`src/rtl/rst_seq_pkg.sv`:
```
// -----------------------------------------------------------------------------
// rst_seq_pkg
// Shared definitions for the reset sequencing controller (rst_seq_ctrl).
//   seq_state_e     : sequencer FSM state (IDLE, HOLD, RELEASE, DONE)
//   ACK_TIMEOUT_CYC : wait length after which ACK_TIMEOUT is flagged
//   ACK_CNT_W       : width of the acknowledge-wait timer
//   clog2()         : ceiling log2, used for the STAGE_IDX width
// -----------------------------------------------------------------------------
package rst_seq_pkg;

    typedef enum logic [1:0] {
        ST_IDLE    = 2'd0,
        ST_HOLD    = 2'd1,
        ST_RELEASE = 2'd2,
        ST_DONE    = 2'd3
    } seq_state_e;

    localparam int ACK_TIMEOUT_CYC = 255;
    localparam int ACK_CNT_W       = 8;

    function automatic int clog2(input int value);
        int r;
        r = 0;
        while ((1 << r) < value) begin
            r = r + 1;
        end
        return r;
    endfunction

endpackage

```
`src/rtl/rst_seq_timer.sv`:
```
// -----------------------------------------------------------------------------
// rst_seq_timer
// CNT_W-bit up-counter with synchronous clear, count enable and a terminal
// count compare. The count saturates at the terminal value and never wraps.
// Ports:
//   CLK      in  clock
//   RST      in  asynchronous active-low reset (count = 0)
//   clr_i    in  synchronous clear (wins over en_i)
//   en_i     in  count enable
//   tc_val_i in  terminal count value
//   tc_o     out high while the count equals tc_val_i
// -----------------------------------------------------------------------------
module rst_seq_timer #(
    parameter int CNT_W = 8
) (
    input  logic             CLK,
    input  logic             RST,
    input  logic             clr_i,
    input  logic             en_i,
    input  logic [CNT_W-1:0] tc_val_i,
    output logic             tc_o
);

    logic [CNT_W-1:0] cnt_q;
    logic [CNT_W-1:0] cnt_d;

    assign tc_o = (cnt_q == tc_val_i);

    always_comb begin
        cnt_d = cnt_q;
        if (clr_i) begin
            cnt_d = '0;
        end else if (en_i && !tc_o) begin
            cnt_d = cnt_q + CNT_W'(1);
        end
    end

    always_ff @(posedge CLK or negedge RST) begin
        if (!RST) begin
            cnt_q <= '0;
        end else begin
            cnt_q <= cnt_d;
        end
    end

endmodule

```
`src/rtl/rst_seq_ctrl.sv`:
```
// -----------------------------------------------------------------------------
// rst_seq_ctrl
// Reset sequencing controller. Holds all domain resets asserted for HOLD_CYC
// cycles after reset release (or a software restart), then releases domain 0,
// 1, ... NUM_DOMAINS-1 one at a time, RELEASE_DLY cycles apart.
// Optional feature macro: RST_SEQ_ACK_EN (acknowledge-gated release).
// Ports:
//   CLK          in  sequencer clock
//   RST          in  asynchronous active-low reset
//   SW_RST_REQ   in  software restart request (ignored in IDLE)
//   DOM_ACK      in  per-domain release acknowledge (RST_SEQ_ACK_EN only)
//   ACK_TIMEOUT  out sticky acknowledge-wait timeout (RST_SEQ_ACK_EN only)
//   DOM_RST_N    out per-domain active-low resets, bit k = domain k
//   STAGE_IDX    out number of domains released
//   SEQ_DONE     out all domains released
//   SEQ_BUSY     out sequencer in HOLD or RELEASE
//   DBG_STATE    out current FSM state
// -----------------------------------------------------------------------------
module rst_seq_ctrl
    import rst_seq_pkg::*;
#(
    parameter int NUM_DOMAINS = 4,
    parameter int SYNC_STAGES = 2,
    parameter int HOLD_CYC    = 8,
    parameter int RELEASE_DLY = 16,
    parameter int CNT_W       = 8
) (
    input  logic                                CLK,
    input  logic                                RST,
    input  logic                                SW_RST_REQ,
`ifdef RST_SEQ_ACK_EN
    input  logic [NUM_DOMAINS-1:0]              DOM_ACK,
    output logic                                ACK_TIMEOUT,
`endif
    output logic [NUM_DOMAINS-1:0]              DOM_RST_N,
    output logic [clog2(NUM_DOMAINS+1)-1:0]     STAGE_IDX,
    output logic                                SEQ_DONE,
    output logic                                SEQ_BUSY,
    output seq_state_e                          DBG_STATE
);

    localparam int SW = clog2(NUM_DOMAINS + 1);

    generate
        if (NUM_DOMAINS < 2 || NUM_DOMAINS > 8 || SYNC_STAGES < 2 ||
            HOLD_CYC < 1 || RELEASE_DLY < 1 || CNT_W < 1 || CNT_W > 30 ||
            HOLD_CYC >= (1 << CNT_W) || RELEASE_DLY >= (1 << CNT_W)) begin : g_bad_param
            $error("rst_seq_ctrl: illegal parameter set (CNT_W too small or out-of-range value)");
        end
    endgenerate

    // The FSM state register is the last synchronizer stage: the explicit
    // chain is SYNC_STAGES-1 flops and IDLE is left on the edge that would
    // have loaded the final stage.
    localparam logic [SYNC_STAGES-2:0] SYNC_ONE = (SYNC_STAGES-1)'(1);

    logic [SYNC_STAGES-2:0] rst_sync_q;
    logic                   sync_out;

    seq_state_e             state_q, state_d;
    logic [NUM_DOMAINS-1:0] dom_rst_n_q, dom_rst_n_d;
    logic [NUM_DOMAINS-1:0] rel_mask;
    logic [SW-1:0]          stage_q, stage_d;
    logic                   done_q, done_d;
    logic                   busy_q, busy_d;

    logic                   tmr_clr, tmr_en, tmr_tc;
    logic [CNT_W-1:0]       tmr_tc_val;
    logic                   prev_ack;
    logic                   sw_restart;
    logic                   release_go;

`ifdef RST_SEQ_ACK_EN
    logic [NUM_DOMAINS-1:0] ack_meta_q, ack_sync_q;
    logic                   ack_wait, wait_tc;
    logic                   timeout_q, timeout_d;
`endif

    always_ff @(posedge CLK or negedge RST) begin
        if (!RST) begin
            rst_sync_q <= '0;
        end else begin
            rst_sync_q <= (rst_sync_q << 1) | SYNC_ONE;
        end
    end

    assign sync_out = rst_sync_q[SYNC_STAGES-2];

    // One-hot of the next domain to release and the ack of the one before it.
    always_comb begin
        rel_mask = '0;
        for (int k = 0; k < NUM_DOMAINS; k++) begin
            if (stage_q == SW'(k)) begin
                rel_mask[k] = 1'b1;
            end
        end
`ifdef RST_SEQ_ACK_EN
        prev_ack = 1'b0;
        for (int k = 0; k < NUM_DOMAINS - 1; k++) begin
            if (stage_q == SW'(k + 1)) begin
                prev_ack = ack_sync_q[k];
            end
        end
`else
        prev_ack = 1'b1;
`endif
    end

    assign sw_restart = SW_RST_REQ && (state_q != ST_IDLE);
    assign release_go = (state_q == ST_RELEASE) && tmr_tc && prev_ack;
    assign tmr_tc_val = (state_q == ST_HOLD) ? CNT_W'(HOLD_CYC - 1)
                                             : CNT_W'(RELEASE_DLY - 1);

    always_comb begin
        state_d     = state_q;
        dom_rst_n_d = dom_rst_n_q;
        stage_d     = stage_q;
        done_d      = done_q;
        busy_d      = busy_q;
        tmr_clr     = 1'b0;
        tmr_en      = 1'b0;
        case (state_q)
            ST_IDLE: begin
                tmr_clr = 1'b1;
                if (sync_out) begin
                    state_d = ST_HOLD;
                    busy_d  = 1'b1;
                end
            end
            ST_HOLD: begin
                if (tmr_tc) begin
                    state_d     = ST_RELEASE;
                    dom_rst_n_d = NUM_DOMAINS'(1);
                    stage_d     = SW'(1);
                    tmr_clr     = 1'b1;
                end else begin
                    tmr_en = 1'b1;
                end
            end
            ST_RELEASE: begin
                // While waiting on an ack the timer sits at its terminal count.
                tmr_en = 1'b1;
                if (release_go) begin
                    dom_rst_n_d = dom_rst_n_q | rel_mask;
                    stage_d     = stage_q + SW'(1);
                    tmr_clr     = 1'b1;
                    if (stage_q == SW'(NUM_DOMAINS - 1)) begin
                        state_d = ST_DONE;
                        done_d  = 1'b1;
                        busy_d  = 1'b0;
                    end
                end
            end
            default: begin
                tmr_clr = 1'b1;
            end
        endcase
        // Restart overrides everything; a held request parks HOLD at zero.
        if (sw_restart) begin
            state_d     = ST_HOLD;
            dom_rst_n_d = '0;
            stage_d     = '0;
            done_d      = 1'b0;
            busy_d      = 1'b1;
            tmr_clr     = 1'b1;
            tmr_en      = 1'b0;
        end
    end

    always_ff @(posedge CLK or negedge RST) begin
        if (!RST) begin
            state_q     <= ST_IDLE;
            dom_rst_n_q <= '0;
            stage_q     <= '0;
            done_q      <= 1'b0;
            busy_q      <= 1'b0;
        end else begin
            state_q     <= state_d;
            dom_rst_n_q <= dom_rst_n_d;
            stage_q     <= stage_d;
            done_q      <= done_d;
            busy_q      <= busy_d;
        end
    end

    rst_seq_timer #(
        .CNT_W(CNT_W)
    ) u_seq_timer (
        .CLK     (CLK),
        .RST     (RST),
        .clr_i   (tmr_clr),
        .en_i    (tmr_en),
        .tc_val_i(tmr_tc_val),
        .tc_o    (tmr_tc)
    );

`ifdef RST_SEQ_ACK_EN
    always_ff @(posedge CLK or negedge RST) begin
        if (!RST) begin
            ack_meta_q <= '0;
            ack_sync_q <= '0;
        end else begin
            ack_meta_q <= DOM_ACK;
            ack_sync_q <= ack_meta_q;
        end
    end

    // Waiting means the release delay is spent but the previous domain
    // has not acknowledged yet.
    assign ack_wait = (state_q == ST_RELEASE) && tmr_tc && !prev_ack;

    rst_seq_timer #(
        .CNT_W(ACK_CNT_W)
    ) u_ack_timer (
        .CLK     (CLK),
        .RST     (RST),
        .clr_i   (!ack_wait),
        .en_i    (ack_wait),
        .tc_val_i(ACK_CNT_W'(ACK_TIMEOUT_CYC)),
        .tc_o    (wait_tc)
    );

    assign timeout_d = sw_restart ? 1'b0 : (timeout_q | (ack_wait & wait_tc));

    always_ff @(posedge CLK or negedge RST) begin
        if (!RST) begin
            timeout_q <= 1'b0;
        end else begin
            timeout_q <= timeout_d;
        end
    end

    assign ACK_TIMEOUT = timeout_q;
`endif

    assign DOM_RST_N = dom_rst_n_q;
    assign STAGE_IDX = stage_q;
    assign SEQ_DONE  = done_q;
    assign SEQ_BUSY  = busy_q;
    assign DBG_STATE = state_q;

endmodule
```
`config.mk`:
```
export PLATFORM = sky130hd
export DESIGN_NAME = rst_seq_ctrl
export DESIGN_NICKNAME = d
export VERILOG_FILES = /design/src/rtl/rst_seq_pkg.sv /design/src/rtl/rst_seq_timer.sv /design/src/rtl/rst_seq_ctrl.sv
export SDC_FILE = /design/constraint.sdc
export NUM_CORES = 1
export LEC_CHECK = 0
export BUFFER_PORTS_ARGS = -buffer_cell sky130_fd_sc_hd__buf_2
export CAP_MARGIN = 20
export CORE_ASPECT_RATIO = 1.1
export CORE_MARGIN = 2
export CORE_UTILIZATION = 45
export CTS_CLUSTER_DIAMETER = 200
export CTS_CLUSTER_SIZE = 8
export DETAILED_ROUTE_END_ITERATION = 12
export SLEW_MARGIN = 10
export SYNTH_ARGS = -nofsm -noshare
export SYNTH_HDL_FRONTEND = slang
export SYNTH_SLANG_ARGS = --single-unit
```
`constraint.sdc`:
```
create_clock -name CLK -period 4.57 [get_ports CLK]
set_input_delay 1.371 -clock CLK [delete_from_list [all_inputs] [get_ports CLK]]
set_output_delay 1.371 -clock CLK [all_outputs]
set_load 0.05 [all_outputs]
```
==> summary.md <==
| Metric | Value |
|---|---|
| Post-CTS sizing | `0` |
| CTS Sinks | `20` |
| Mapped cell area | `1301 µm²` |
| TritonCTS Buffers | `3` |
| Distinct cells, synth | `45` |
| Max capacitance violation total | `0` |
| Placed cell areas | `1381 µm²` |
| Crit path launch type | `input port` |
| Post-synth top flop | `dfrtp_1` |
| Setup violations, final | `0` |
| Hold path start | `SEQ_DONE$_DFFE_PN0P_` |
| Post-DP HPWL | `1961 µm` |
| Req. time, crit path | `4.77 ns` |
| Worst min-delay path category | `flop to flop` |
| Worst-Margin Slew | `0.5657 ns` |
| DIE AREA | `3338 µm²` |
| Layout area overhead | `10.19%` |
| DRT antenna net count | `0` |
| RSZ-0062 raised after global routing | `false` |
| Int Pwr | `between 400 and 500 µW` |
| Die Wd | `approximately 55 µm` |
| Hold Crit Depth | `1` |
| Leading cell type in the layout, fill and taps excluded | `dfrtp_1` |
| IO Pins | `14` |
| Final Wtd Congestion | `0.8925` |
| Fmax | `0.3995 GHz` |
| N_diodes | `0` |
| Iter 0 DRT Violations | `28` |
| FP Rows | `20` |
| Reg2reg path depth | `6` |
| Clk Tree Root Cell | `clkbuf_4` |
| Status | `completed` |
| Core Footprint | `2753 µm²` |
| Post-synth EDFFs | `0` |
| I/O Buffers | `13` |
| Post-route DRC | `0` |
| Clock buffer depth | `2` |
| CP Capture Type | `flop` |
| Crit path kind | `input port to flop` |
| Slowest stage cell on the critical path | `mux2_2` |
| Fin crit period | `2.503 ns` |
| Final wirelength | `2599 µm` |
| Maximum vdd ir drop | `0.0002960 V` |
| H-tree depth | `1` |
| TNS Setup | `0 ns` |
| Net switching fraction of the power | `0.4622` |
| Relative slew slack | `0.6229` |
| FF+latch count, synth | `20` |
| Vias | `1005` |
| Crit Reg-Reg Startpoint | `DBG_STATE[1]$_DFFE_PN0P_` |
| Die H | `60.40 µm` |
| Initial Util | `0.4727` |
| CTS tree | `done` |
| Register area | `500.5 µm²` |
| Final Non-Filler Cells | `175` |
| Crit path DAT | `roughly 2.7 ns` |
| Pin count of the biggest net entering global routing | `21` |
| Inst Count DP | `between 150 and 200` |
| Crit-path most repeated cell | `mux2_2` |
| Ys async rst share | `1.000` |
| Gate power share | `0.551` |
| Worst hold endpoint | `SEQ_DONE$_DFFE_PN0P_` |
| Final hold viol count | `0` |
| Overflow after GRT | `0` |
| Sequential share of the synthesized area | `0.3846` |
| Clock skew | `0.0009304 ns` |
| Slew Viols, Final | `0` |
| Syn_area_per_cell | `between 10 and 15 µm²` |
| Synth area leader | `dfrtp_1` |
| Crit Path Max Fanout | `10` |
| Power Density | `599.7 nW/µm²` |
| Antenna violations before repair | `0` |
| Max stage delay on crit path | `between 0.3 and 0.4 ns` |
| Post-CTS setup repair buffer count | `0` |
| Post-route clock period utilization | `0.5477` |
| Clock power share | `0.169` |
| Final Cell Area | `1434 µm²` |
| Filler cells | `249` |
| Share of cells above drive strength 1 | `0.2183` |
| Worst reg2reg endpoint | `DBG_STATE[0]$_DFFE_PN0P_` |
| Routed len/inst | `around 15 µm` |
| Commonest cells after routing, fill and taps aside | `dfrtp_1 (20), buf_2 (13), inv_1 (12)` |
| Nets@finish | `156` |
| Vias per cell | `5.743` |
| First-pass GRT wire length | `approximately 4600 µm` |
| Cell Chain, Critical Path | `buf_2, mux2_2, o311ai_0, o2bb2ai_1, mux2_2` |
| DR pass1 iterations | `5` |
| FF-to-FF setup slack | `2.17 ns` |
| Largest cells by area after synthesis | `dfrtp_1 (38%), ha_1 (9.6%), inv_1 (3.5%)` |
| Warnings, synthesis | `0` |
| CTS Hold Buffers Added | `0` |
| GRT Util Overall | `0.1771` |
| P_sw | `397.5 µW` |
| Synth Instances | `129` |
| Leak | `0.0006200 µW` |
| Number of global-route vias before repair | `1042` |
| Seq pwr share | `0.280` |
| Later-pin clock latency in the skew report | `0.30 ns` |
| Clock slew at reported path FFs | `0.12 ns` |
| Syn Nets | `142` |
| Multi-input logic area | `729.5 µm²` |
| Yosys top cell area share | `0.3846` |
-- how the worst max path moves through the flow --
stage | slack, ns | endpoint | cells after the start | start
finish | 2.07 | DBG_STATE[0]$_DFFE_PN0P_ | 5 | SW_RST_REQ
global route | 2.04 | STAGE_IDX[0] | 1 | STAGE_IDX[0]$_DFFE_PN0P_
CTS | 2.08 | STAGE_IDX[0] | 1 | STAGE_IDX[0]$_DFFE_PN0P_
detailed placement | 1.73 | DBG_STATE[0]$_DFFE_PN0P_ | 5 | SW_RST_REQ
global placement | 1.77 | DBG_STATE[0]$_DFFE_PN0P_ | 5 | SW_RST_REQ
floorplan | 1.94 | DBG_STATE[0]$_DFFE_PN0P_ | 4 | SW_RST_REQ
-- cell usage after synthesis, drive strengths merged, types with 2 or more instances --
cell type / instances
dfrtp: 20
inv: 12
ha: 10
nor2: 10
nand2: 8
nand3: 6
o21ai: 5
xnor2: 5
a311oi: 4
mux2: 4
a21oi: 3
a32oi: 3
nand2b: 3
nand4: 3
a21o: 2
and2b: 2
buf: 2
clkbuf: 2
mux2i: 2
nor2b: 2
nor3: 2
o21a: 2
-- layer usage --
metal,part of all wire,GRT usage,vias to the layer above
met3,0.022,0.01919,8
met2,0.49,0.3010,19
met1,0.46,0.2194,486
met5,0,0,-
li1,-,-,492
met4,0.028,0.1150,0
-- cell type report --
type	count	area share
multi-input combinational	93	0.5087
sequential	20	0.3490
timing repair buffer	13	0.04538
inverter	12	0.03141
tap	33	0.02880
clock inverter	1	0.02094
clock buffer	3	0.01571
-- flip-flops by register name (all words and copies together), names as in the netlist --
signal,cells
DOM_RST_N,4
rst_sync_q,1
u_seq_timer.cnt_q,8
SEQ_DONE,1
STAGE_IDX,3
SEQ_BUSY,1
DBG_STATE,2
-- kinds of logic after synthesis --
kind of cell | Yosys count | synth area share
buf+inv | 16 | 0.05481
simple gates | 41 | 0.1818
mux | 6 | 0.05577
fa+ha+maj | 10 | 0.09615
xor+xnor | 5 | 0.03365
other cells | 1 | 0.002882
compound gates | 30 | 0.1904
flops | 20 | 0.3846
-- worst max-delay path, delay by kind of cell --
kind	cells	cell delay (ns)
muxes	2	0.72
AOI/OAI and AO/OA	2	0.51
buffers and inverters	1	0.11
-- power groups by stage --
stage / logic, µW / clock network, µW / registers, µW
2_1_floorplan: 301 / 0 / 326
3_3_place_gp: 467 / 0 / 244
3_5_place_dp: 474 / 0 / 244
4_1_cts: 476 / 151 / 242
5_1_grt: 520 / 156 / 247
6_report: 474 / 145 / 241
-- stage by stage --
stage                     utilization  worst slack, ns  hold WS (ns)  power, µW
after detailed placement       0.5018            1.730        0.4856      718.3
after global routing           0.5209            2.042        0.5274      922.8
after global placement         0.5018            1.767        0.4766      710.1
after floorplan                     -            1.936        0.4917      627.2
after CTS                      0.5209            2.078        0.5136      868.8
final                          0.5209            2.067        0.5047      859.9
(Power assumes the default switching activity.)
